<file path="config.mk">
export PLATFORM = sky130hd
export DESIGN_NAME = raster_frame_sequencer
export DESIGN_NICKNAME = d
export VERILOG_FILES = /design/src/rtl/raster_frame_sequencer.sv
export SDC_FILE = /design/constraint.sdc
export NUM_CORES = 1
export LEC_CHECK = 0
export ABC_AREA = 1
export CORE_ASPECT_RATIO = 0.5
export CORE_MARGIN = 2
export CORE_UTILIZATION = 35
export CTS_CLUSTER_DIAMETER = 40
export CTS_CLUSTER_SIZE = 8
export DETAILED_ROUTE_END_ITERATION = 6
export PLACE_DENSITY = 0.67
export SYNTH_ARGS = -nofsm -noshare
export SYNTH_HDL_FRONTEND = slang
export SYNTH_SLANG_ARGS = --single-unit
</file>
<file path="constraint.sdc">
create_clock -name clk -period 3.6 [get_ports clk]
set_clock_uncertainty 0.1 [all_clocks]
set_input_delay 0.36 -clock clk [delete_from_list [all_inputs] [get_ports clk]]
set_output_delay 0.36 -clock clk [all_outputs]
set_load 0.1 [all_outputs]
</file>
<file path="src/rtl/raster_frame_sequencer.sv">
// Per-frame controller: clears the framebuffer, feeds triangles to the rasterizer one at a time,
// and muxes clear/raster writes onto one framebuffer port. Optional watchdog: RASTER_WATCHDOG_EN.
module raster_frame_sequencer #(
    parameter int VERTEX_WIDTH   = 12,
    parameter int FB_ADDR_WIDTH  = 17,
    parameter int FB_WIDTH       = 320,
    parameter int FB_HEIGHT      = 240,
    parameter int COLOR_WIDTH    = 12,
    parameter int COUNT_WIDTH    = 16,
    parameter int TIMEOUT_CYCLES = 131072
) (
    input  logic                            clk,
    input  logic                            rstn,
    input  logic                            frame_start,
    input  logic [COLOR_WIDTH-1:0]          clear_color,
    input  logic                            tri_valid,
    output logic                            tri_ready,
    input  logic                            tri_last,
    input  logic signed [VERTEX_WIDTH-1:0]  tri_x0,
    input  logic signed [VERTEX_WIDTH-1:0]  tri_y0,
    input  logic signed [VERTEX_WIDTH-1:0]  tri_x1,
    input  logic signed [VERTEX_WIDTH-1:0]  tri_y1,
    input  logic signed [VERTEX_WIDTH-1:0]  tri_x2,
    input  logic signed [VERTEX_WIDTH-1:0]  tri_y2,
    input  logic [COLOR_WIDTH-1:0]          tri_color,
    output logic                            r_rst,
    output logic signed [VERTEX_WIDTH-1:0]  r_x0,
    output logic signed [VERTEX_WIDTH-1:0]  r_y0,
    output logic signed [VERTEX_WIDTH-1:0]  r_x1,
    output logic signed [VERTEX_WIDTH-1:0]  r_y1,
    output logic signed [VERTEX_WIDTH-1:0]  r_x2,
    output logic signed [VERTEX_WIDTH-1:0]  r_y2,
    input  logic [FB_ADDR_WIDTH-1:0]        r_fb_addr,
    input  logic                            r_fb_we,
    input  logic                            r_done,
    output logic [FB_ADDR_WIDTH-1:0]        fb_addr,
    output logic [COLOR_WIDTH-1:0]          fb_data,
    output logic                            fb_we,
    output logic                            busy,
    output logic                            frame_done,
    output logic [COUNT_WIDTH-1:0]          tri_count,
    output logic                            raster_timeout,
    output logic [2:0]                      state_dbg
);

    // Triangle handshake: a triangle transfers on a rising clk edge where tri_valid && tri_ready;
    // tri_ready is high only in WAIT_TRI and the offer may change freely outside that cycle.

    localparam int NPIX = FB_WIDTH * FB_HEIGHT;
    localparam logic [FB_ADDR_WIDTH-1:0] LAST_ADDR = FB_ADDR_WIDTH'(NPIX - 1);

    if (NPIX > 2 ** FB_ADDR_WIDTH || TIMEOUT_CYCLES < 1) begin : g_bad_params
        $error("raster_frame_sequencer: invalid parameters");
    end

    typedef enum logic [2:0] {
        S_IDLE       = 3'd0,
        S_CLEAR      = 3'd1,
        S_WAIT_TRI   = 3'd2,
        S_RASTER     = 3'd3,
        S_FRAME_DONE = 3'd4
    } state_t;

    state_t                   state, state_next;
    logic [FB_ADDR_WIDTH-1:0] clear_addr;
    logic [COLOR_WIDTH-1:0]   clear_color_q;
    logic [COLOR_WIDTH-1:0]   tri_color_q;
    logic                     tri_last_q;
    logic                     frame_accept;
    logic                     tri_accept;
    logic                     tri_finish;
    logic                     timeout_hit;

    assign state_dbg = state;

    always_ff @(posedge clk or negedge rstn) begin
        if (!rstn) state <= S_IDLE;
        else       state <= state_next;
    end

    always_comb begin
        state_next   = state;
        tri_ready    = 1'b0;
        r_rst        = 1'b1;
        fb_we        = 1'b0;
        fb_addr      = '0;
        fb_data      = '0;
        frame_done   = 1'b0;
        busy         = 1'b1;
        frame_accept = 1'b0;
        tri_accept   = 1'b0;
        tri_finish   = 1'b0;
        case (state)
            S_IDLE: begin
                busy = 1'b0;
                if (frame_start) begin
                    frame_accept = 1'b1;
                    state_next   = S_CLEAR;
                end
            end
            S_CLEAR: begin
                fb_we   = 1'b1;
                fb_addr = clear_addr;
                fb_data = clear_color_q;
                if (clear_addr == LAST_ADDR) state_next = S_WAIT_TRI;
            end
            S_WAIT_TRI: begin
                tri_ready = 1'b1;
                if (tri_valid) begin
                    tri_accept = 1'b1;
                    state_next = S_RASTER;
                end
            end
            S_RASTER: begin
                r_rst   = 1'b0;
                fb_we   = r_fb_we;
                fb_addr = r_fb_addr;
                fb_data = tri_color_q;
                if (r_done || timeout_hit) begin
                    tri_finish = 1'b1;
                    state_next = tri_last_q ? S_FRAME_DONE : S_WAIT_TRI;
                end
            end
            S_FRAME_DONE: begin
                frame_done = 1'b1;
                state_next = S_IDLE;
            end
            default: state_next = S_IDLE;
        endcase
    end

    always_ff @(posedge clk or negedge rstn) begin
        if (!rstn) begin
            clear_addr    <= '0;
            clear_color_q <= '0;
            tri_color_q   <= '0;
            tri_last_q    <= 1'b0;
            tri_count     <= '0;
            r_x0          <= '0;
            r_y0          <= '0;
            r_x1          <= '0;
            r_y1          <= '0;
            r_x2          <= '0;
            r_y2          <= '0;
        end else begin
            if (frame_accept) begin
                clear_color_q <= clear_color;
                clear_addr    <= '0;
                tri_count     <= '0;
            end else if (state == S_CLEAR) begin
                clear_addr <= clear_addr + 1'b1;
            end
            if (tri_accept) begin
                r_x0        <= tri_x0;
                r_y0        <= tri_y0;
                r_x1        <= tri_x1;
                r_y1        <= tri_y1;
                r_x2        <= tri_x2;
                r_y2        <= tri_y2;
                tri_color_q <= tri_color;
                tri_last_q  <= tri_last;
            end
            if (tri_finish) tri_count <= tri_count + 1'b1;
        end
    end

`ifdef RASTER_WATCHDOG_EN
    localparam int WD_W = $clog2(TIMEOUT_CYCLES + 1);
    logic [WD_W-1:0] wd_cnt;
    logic            timeout_flag;

    // wd_cnt holds (RASTER cycles so far - 1); the final permitted cycle is the timeout cycle.
    assign timeout_hit    = (state == S_RASTER) && (wd_cnt == WD_W'(TIMEOUT_CYCLES - 1));
    assign raster_timeout = timeout_flag;

    always_ff @(posedge clk or negedge rstn) begin
        if (!rstn) begin
            wd_cnt       <= '0;
            timeout_flag <= 1'b0;
        end else begin
            if (tri_accept)              wd_cnt <= '0;
            else if (state == S_RASTER)  wd_cnt <= wd_cnt + 1'b1;
            if (timeout_hit && !r_done)  timeout_flag <= 1'b1;
        end
    end
`else
    assign timeout_hit    = 1'b0;
    assign raster_timeout = 1'b0;
`endif

endmodule

</file>
## After elaboration in Yosys (flattened, before gate mapping)

Cells that the tools add are included.

- Word-level logic and storage cells: 50
- Output and inout port bits: 126
- Flip-flop bits (word level): 133
- Input port bits: 120

- $add $sub $neg: 2
- Muxes and demuxes: 23
- Equal/unequal tests: 9
- Reduce and logical (&&, ||, !) cells: 4

Operators with widths:

| operator | number |
|---|---|
| 17-bit two-way mux | 2 |
| 17-bit one-hot mux with 2 select lines | 1 |
| 16-bit two-way mux | 2 |
| 12-bit one-hot mux with 2 select lines | 1 |
| 17-bit by 1-bit adder with 17-bit output (second input constant) | 1 |
| 17-bit == test (second input constant) | 1 |
| 16-bit by 1-bit adder with 16-bit output (second input constant) | 1 |
| 3-bit two-way mux | 5 |
| 3-bit one-hot mux with 4 select lines | 1 |
| 1-bit two-way mux | 10 |
| 2-bit inequality test (second input constant) | 4 |
| 3-bit by 2-bit == test with 1-bit output (second input constant) | 2 |
| 4-bit AND reduction | 1 |
| 2-bit nonzero test | 2 |
| 3-bit by 1-bit == test with 1-bit output (second input constant) | 1 |
| 3-bit == test (second input constant) | 1 |
| 3-bit zero test | 1 |
| 1-bit one-hot mux with 2 select lines | 1 |

## Depth between registers and ports, before layout

Gate-level depths: netlist of run 1.

- Depth after elaboration: 4
- Gate-level depth with buffers: 9

## Worst setup path after synthesis of run 1

No wires, ideal clock.

- Path kind: register to output
- From: register state[1] (netlist: state_dbg[1])
- To: output port fb_addr[0]
- Arrival time: 3756 ps
- Path slack: -616 ps
- Buffers on the path: 1
- Stages on the path, launching flop included: 6
- Data required time: 3140 ps
- Path through: dfrtp_1 -> nand3_1 -> inv_2 -> clkbuf_1 -> nand2_1 -> o21ai_0

- Word-level cells in the longest chain between the ends: 2
- Elaborated cells between the ends (all ways): 3

RTL lines:

| item | RTL line | text |
|---|---|---|
| from (decl) | 64 | `state_t state, state_next;` |
| from (signal assigned) | 78 | `else state <= state_next;` |
| 3-bit by 2-bit == test with 1-bit output or 3-bit by 1-bit == test with 1-bit output (tied branches) | 93 | `case (state)` |
| 17-bit one-hot mux with 2 select lines * | 93 |  |
| to (decl) | 36 | `output logic [FB_ADDR_WIDTH-1:0] fb_addr,` |

Every way passes the cells marked *; elsewhere a longest branch is shown, timed or not.

## Worst setup path in the final report of run 1

- From: register state[2] (netlist: state_dbg[2])
- To: output port fb_data[10]

- Word-level cells in the longest chain between the ends: 2
- Elaborated cells between the ends (all ways): 3

RTL lines:

| item | RTL line | text |
|---|---|---|
| 3-bit by 2-bit == test with 1-bit output or 3-bit by 1-bit == test with 1-bit output (tied branches) | 93 |  |
| 12-bit one-hot mux with 2 select lines * | 93 |  |
| to (decl) | 37 | `output logic [COLOR_WIDTH-1:0] fb_data,` |

Marks and branches as above.

==> results of run 1 <==
## Yosys cell counts (all sizes together)
| library cell | instances |
|---|---|
| a21oi | 13 |
| a22o | 15 |
| a22oi | 1 |
| a31oi | 4 |
| buf | 16 |
| clkbuf | 5 |
| conb | 1 |
| dfrtp | 133 |
| ha | 2 |
| inv | 43 |
| mux2 | 85 |
| nand2 | 139 |
| nand3 | 22 |
| nand3b | 1 |
| nand4 | 6 |
| nor2 | 43 |
| nor3 | 10 |
| nor4 | 1 |
| o211ai | 1 |
| o21ai | 34 |
| o22ai | 1 |
| or2 | 1 |
| xnor2 | 1 |
## sequential cells by signal, indices dropped and copies added (netlist names)
register       count
tri_color_q       12
clear_color_q     12
r_x1              12
r_x0              12
tri_count         16
state_dbg          3
tri_last_q         1
r_x2              12
clear_addr        17
r_y0              12
r_y2              12
r_y1              12
## cell type report
class                           instances  area (sq um)
Fill cell                            1553          7901
Sequential cell                       133          3328
Multi-Input combinational cell        381          2567
Timing Repair Buffer                  250          2424
Clock buffer                           18         439.2
Tap cell                              234         292.8
Inverter                               43         161.4
Clock inverter                         13         157.7
## metal layers
metal	wire length (um)	GRT usage
met5	0	0
met1	7151	0.2280
met2	8689	0.3196
met3	786	0.04298
met4	223	0.05444
## kinds of logic after synthesis
family	count (synthesis)	synth area share
DFF	133	0.5422
AOI/OAI and AO/OA	69	0.06727
muxes	85	0.1865
and+or+nand+nor	223	0.1492
adders and majority gates	2	0.004076
buffers and inverters	64	0.04872
other	1	0.0006109
xor gates and xnor gates	1	0.001427
## stage by stage
stage | setup slack, ns | instances | hold slack [ns] | area, sq um | util
floorplan | 0.09413 | 578 | -0.03559 | 6190 | -
global placement | 1.271 | 1041 | 0.3749 | 8773 | 0.5080
detailed placement | 1.247 | 1041 | 0.3797 | 8773 | 0.5080
CTS | 0.7950 | 1072 | 0.06711 | 9370 | 0.5425
global route | 0.6366 | 1072 | 0.1102 | 9370 | 0.5425
finish | 0.8225 | 1072 | 0.009037 | 9370 | 0.5425
## path summary, 6_finish.rpt
| check | endpoint | from | slack [ns] | cells after the start |
|---|---|---|---|---|
| worst max-delay path | fb_data[10] | state_dbg[2] | 0.82 | 5 |
| worst min-delay path | r_x0[2] | rstn | 0.009 | 1 |
| worst max register to register | tri_count[10] | state_dbg[2] | 1.23 | 8 |
| worst min register to register | clear_color_q[0] | clear_color_q[0] | 0.39 | 2 |
| max in group asynchronous | clear_addr[1] | rstn | 2.47 | 2 |
| min in group clk | clear_color_q[1] | clear_color[1] | 0.38 | 3 |
## cells in the final DEF, fill, tap and decap left out, types with 9 or more instances in the layout
master,instances
mux2_4,50
mux2_2,35
nor2_1,41
buf_4,36
a21oi_1,13
dfrtp_1,133
inv_1,41
clkdlybuf4s50_1,212
nor3_1,9
a22o_1,15
o21ai_0,23
nand2_1,137
o21ai_2,11
nand3_1,21
clkbuf_16,17
==> flow_summary_export.csv, run 1 <==
group,metric,value,unit
clocking,post-cts-setup-buffers,0,
route,drt-pass1-iter-count,5,
hold_path,hold_path_class,"in2async",
global_routing,grt_start_max_net_pins,118,
clocking,clock-sinks,133,
setup_path,crit_path_end_kind,"output pin",
setup_path,worst_path_max_delay_cell,"nor2_2",
clocking,root_buffer,"clkbuf_16",
timing,slew_violations,0,
timing,hold_viol_final,0,
route,wl_per_cell,15.72,um
setup_path,path_class,"reg2out",
setup_path,cp.required,3.14,ns
floorplanning,num_io_pins,246,
logic_synthesis,synth.area.top_cells,"dfrtp_1, mux2_4, nand2_1, mux2_2, o21ai_0",
setup_path,cp_max_fo,21,
floorplanning,coreArea,17270,sq um
logic_synthesis,syn-num-nets,700,
logic_synthesis,ys_seq_elements,133,
clocking,cts_made_buffers,17,
layout,syn_to_final_growth,52.65,%
layout,num-nets-final,948,
clocking,tritoncts,"yes",
floorplanning,dieArea,18680,sq um
route,via_count,4998,
setup_path,start_kind,"flip-flop",
logic_synthesis,ys_types,31,
setup_path,cp_num_buf_inv,2,
timing,period_minus_slack,2.777,ns
outcome,status,"finished clean",
clocking,postCtsHoldBufs,0,
place,dpl.hpwl,12110,um
route,first_iter_violations,235,
layout,diodes,0,
logic_synthesis,avgSynthCellArea,10.62,sq um
route,drt_wl_total,16850,um
clocking,clockBufferDepth,2,
logic_synthesis,ys_seq_area_frac,0.5422,
timing,clock.fmax,360.0,MHz
place,portBuffers,244,
setup_path,path_delay_family,"simple AND/OR/NAND/NOR gates",
timing,rsz0062_at_grt,"no",
floorplanning,row_count,34,
global_routing,grt_antenna_before_repair,0,
timing,worstMarginPinSlew,1.086,ns
global_routing,grt_overflow,0,
logic_synthesis,syn_area,6138,sq um
logic_synthesis,netlist.area_leader.share,0.5422,
setup_path,cp.arrival,2.32,ns
route,vias_per_cell,4.662,
global_routing,grt_use_total,0.1842,
setup_path,crit_path_max_incr_delay,0.66,ns
floorplanning,chipWidth,191.3,um
floorplanning,die_y,97.65,um
global_routing,grt_pass1_wl,26840,um
timing,setup_viol,0,
timing,relSlewSlack,0.2763,
clocking,post_cts_resized,0,
logic_synthesis,yosysTopAreaCell,"dfrtp_1",
clocking,clk_latency,0.41,ns
logic_synthesis,syn_inst,578,
timing,fin_tns_setup,0,ns
layout,drive_above_1_share,0.2076,
route,ant_nets,0,
clocking,htreeDepth,4,
route,drc,0,
global_routing,first_global_vias,5123,
clocking,clk_pin_slew,0.06,ns
floorplanning,start_util,0.3554,
setup_path,worstPathCellList,"inv_1 > nand2_1 > nor2_2 > a22o_1 > buf_4",
flow_run,cap_violations,0,
logic_synthesis,ys_warn_count,0,
place,gp_congestion,0.8142,
timing,finalCritPeriodShare,0.7715,
Power of run 1 is left out: the tool's default activity adds up to more than one toggle a clock period on the data nets, which glitch-free logic cannot reach.
==> inputs of run 2 (changes only) <==
--- a/config.mk
+++ b/config.mk
@@ -12,7 +12,7 @@
 export CTS_CLUSTER_DIAMETER = 40
 export CTS_CLUSTER_SIZE = 8
 export DETAILED_ROUTE_END_ITERATION = 6
-export PLACE_DENSITY = 0.67
+export PLACE_DENSITY = 0.7
 export SYNTH_ARGS = -nofsm -noshare
 export SYNTH_HDL_FRONTEND = slang
 export SYNTH_SLANG_ARGS = --single-unit
==> constraint.sdc (replaced) <==
create_clock -name clk -period 2.5 [get_ports clk]
set_clock_uncertainty 0.1 [all_clocks]
set_input_delay 0.25 -clock clk [delete_from_list [all_inputs] [get_ports clk]]
set_output_delay 0.25 -clock clk [all_outputs]
set_load 0.1 [all_outputs]
==> run 2 against run 1 <==
  * Sequential share of layout area decreased by 0.97 points
  * Critical path type unchanged
  * Via count increased by 1.9%
  * Register-to-register slack worse by 0.78 ns
==> flow_summary_export.csv, run 2 (synthesis gave the netlist of run 1 again) <==
group,metric,value,unit
outcome,status,"finished clean",
global_routing,grt_overflow,0,
layout,reg_top3,"clear_addr: 17 flops, tri_count: 16 flops",
setup_path,cp_max_fo,22,
timing,finalCritPeriodShare,0.9336,
timing,fin_tns_setup,0,ns
route,first_iter_violations,202,
floorplanning,coreArea,17270,sq um
route,via_count,5095,
layout,largest_reg_flops,17,
layout,syn_to_final_growth,57.11,%
floorplanning,dieArea,18680,sq um
clocking,tritoncts,"yes",
clocking,cts_made_buffers,17,
setup_path,cp.required,2.15,ns
setup_path,cp.arrival,1.98,ns
timing,worstMarginPinSlew,0.5276,ns
clocking,clk_latency,0.41,ns
timing,clock.fmax,428.5,MHz
route,drt-pass1-iter-count,5,
global_routing,grt_use_total,0.1873,
setup_path,start_kind,"flip-flop",
floorplanning,die_y,97.65,um
global_routing,first_global_vias,5303,
route,ant_nets,0,
clocking,clk_pin_slew,0.06,ns
place,portBuffers,244,
route,drc,0,
timing,setup_viol,0,
floorplanning,num_io_pins,246,
timing,hold_viol_final,0,
timing,slew_violations,0,
timing,period_minus_slack,2.334,ns
floorplanning,chipWidth,191.3,um
route,wl_per_cell,15.74,um
setup_path,crit_path_end_kind,"output pin",
global_routing,grt_antenna_before_repair,0,
clocking,clock-sinks,133,
floorplanning,row_count,34,
flow_run,cap_violations,0,
place,gp_congestion,0.8335,
layout,num-nets-final,953,
layout,stdcell_count,1078,
place,dp.cells,1045,
global_routing,grt_pass1_wl,27330,um
global_routing,grt_start_max_net_pins,61,
place,dpl.hpwl,12500,um
timing,rsz0062_at_grt,"no",
timing,relSlewSlack,0.6483,
layout,final_cell_mix,"nand2_1, dfrtp_1, clkdlybuf4s50_1",
clocking,clockBufferDepth,2,
layout,final_common_cell,"nand2_1",
clocking,htreeDepth,4,
hold_path,hold_path_class,"in2reg",
route,vias_per_cell,4.726,
floorplanning,start_util,0.3554,
setup_path,path_class,"reg2out",
layout,fillers,1480,
layout,diodes,0,
layout,drive_above_1_share,0.3483,
layout,regMostFlops,"clear_addr",
clocking,root_buffer,"clkbuf_16",
route,drt_wl_total,16970,um
run 2: changes by cell type in the layout (fill, tap and decap cells not counted), sizes merged:
cell           before  now
clkbuf             18   19
dlygate4sd3         0    1
clkdlybuf4s50     212  118
buf                38  136
bufinv              3    1
inv                44   46
run 2: timing repair:
action | CTS | global route
hold buffers | 1 | 0
setup endpoints to repair | 0 | 16
resized for setup | 0 | 3
buffers inserted | 0 | 0
endpoints found under the hold margin | 53 | 0
run 2: critical path: stages, from the launching register on:
cell and delay, ns:
dfrtp_2 0.43, inv_1 0.17, nand2_1 0.09, nor2_2 0.23, buf_6 0.25, a22o_2 0.21, buf_12 0.17
run 2: cell type report:
class                   count  area, sq um  share of cell area
repair buffers            255         2624              0.2721
clock buffers              19        442.9             0.04593
inverters                  43        162.7             0.01687
multi-input cells         381         2665              0.2763
well taps                 234        292.8             0.03036
flip-flops and latches    133         3332              0.3455
clock inverters            13        125.1             0.01297
run 2: worst paths after layout:
path                             startpoint          endpoint  slack [ns]  cells after the start
min reg2reg                clear_color_q[4]  clear_color_q[4]        0.40                      2
max in group asynchronous              rstn           r_y0[3]        1.29                      3
min                          clear_color[6]  clear_color_q[6]        0.27                      3
max reg2reg                    state_dbg[2]     tri_count[10]        0.45                      8
min in group asynchronous              rstn    tri_color_q[7]        0.29                      2
max                            state_dbg[2]       fb_data[11]        0.17                      6
run 2: layer usage:
layer  up-vias  GRT usage  wire length [um]
met5         -          0                 0
met2       131     0.3305              8912
li1       2433          -                 -
met3        18    0.04442               841
met4         0    0.05325               238
met1      2513     0.2276              6975
run 2: per-stage QoR:
stage / instance area, sq um / utilization / setup slack, ns / hold WS, ns
2_1_floorplan: 6292 / - / 0.004691 / -0.1456
3_3_place_gp: 9057 / 0.5244 / 0.5045 / 0.1423
3_5_place_dp: 9057 / 0.5244 / 0.4267 / 0.1496
4_1_cts: 9635 / 0.5579 / 0.01513 / 0.2516
5_1_grt: 9644 / 0.5584 / 0.05269 / 0.2647
6_report: 9644 / 0.5584 / 0.1660 / 0.2726
Power of run 2 is left out for the same reason.
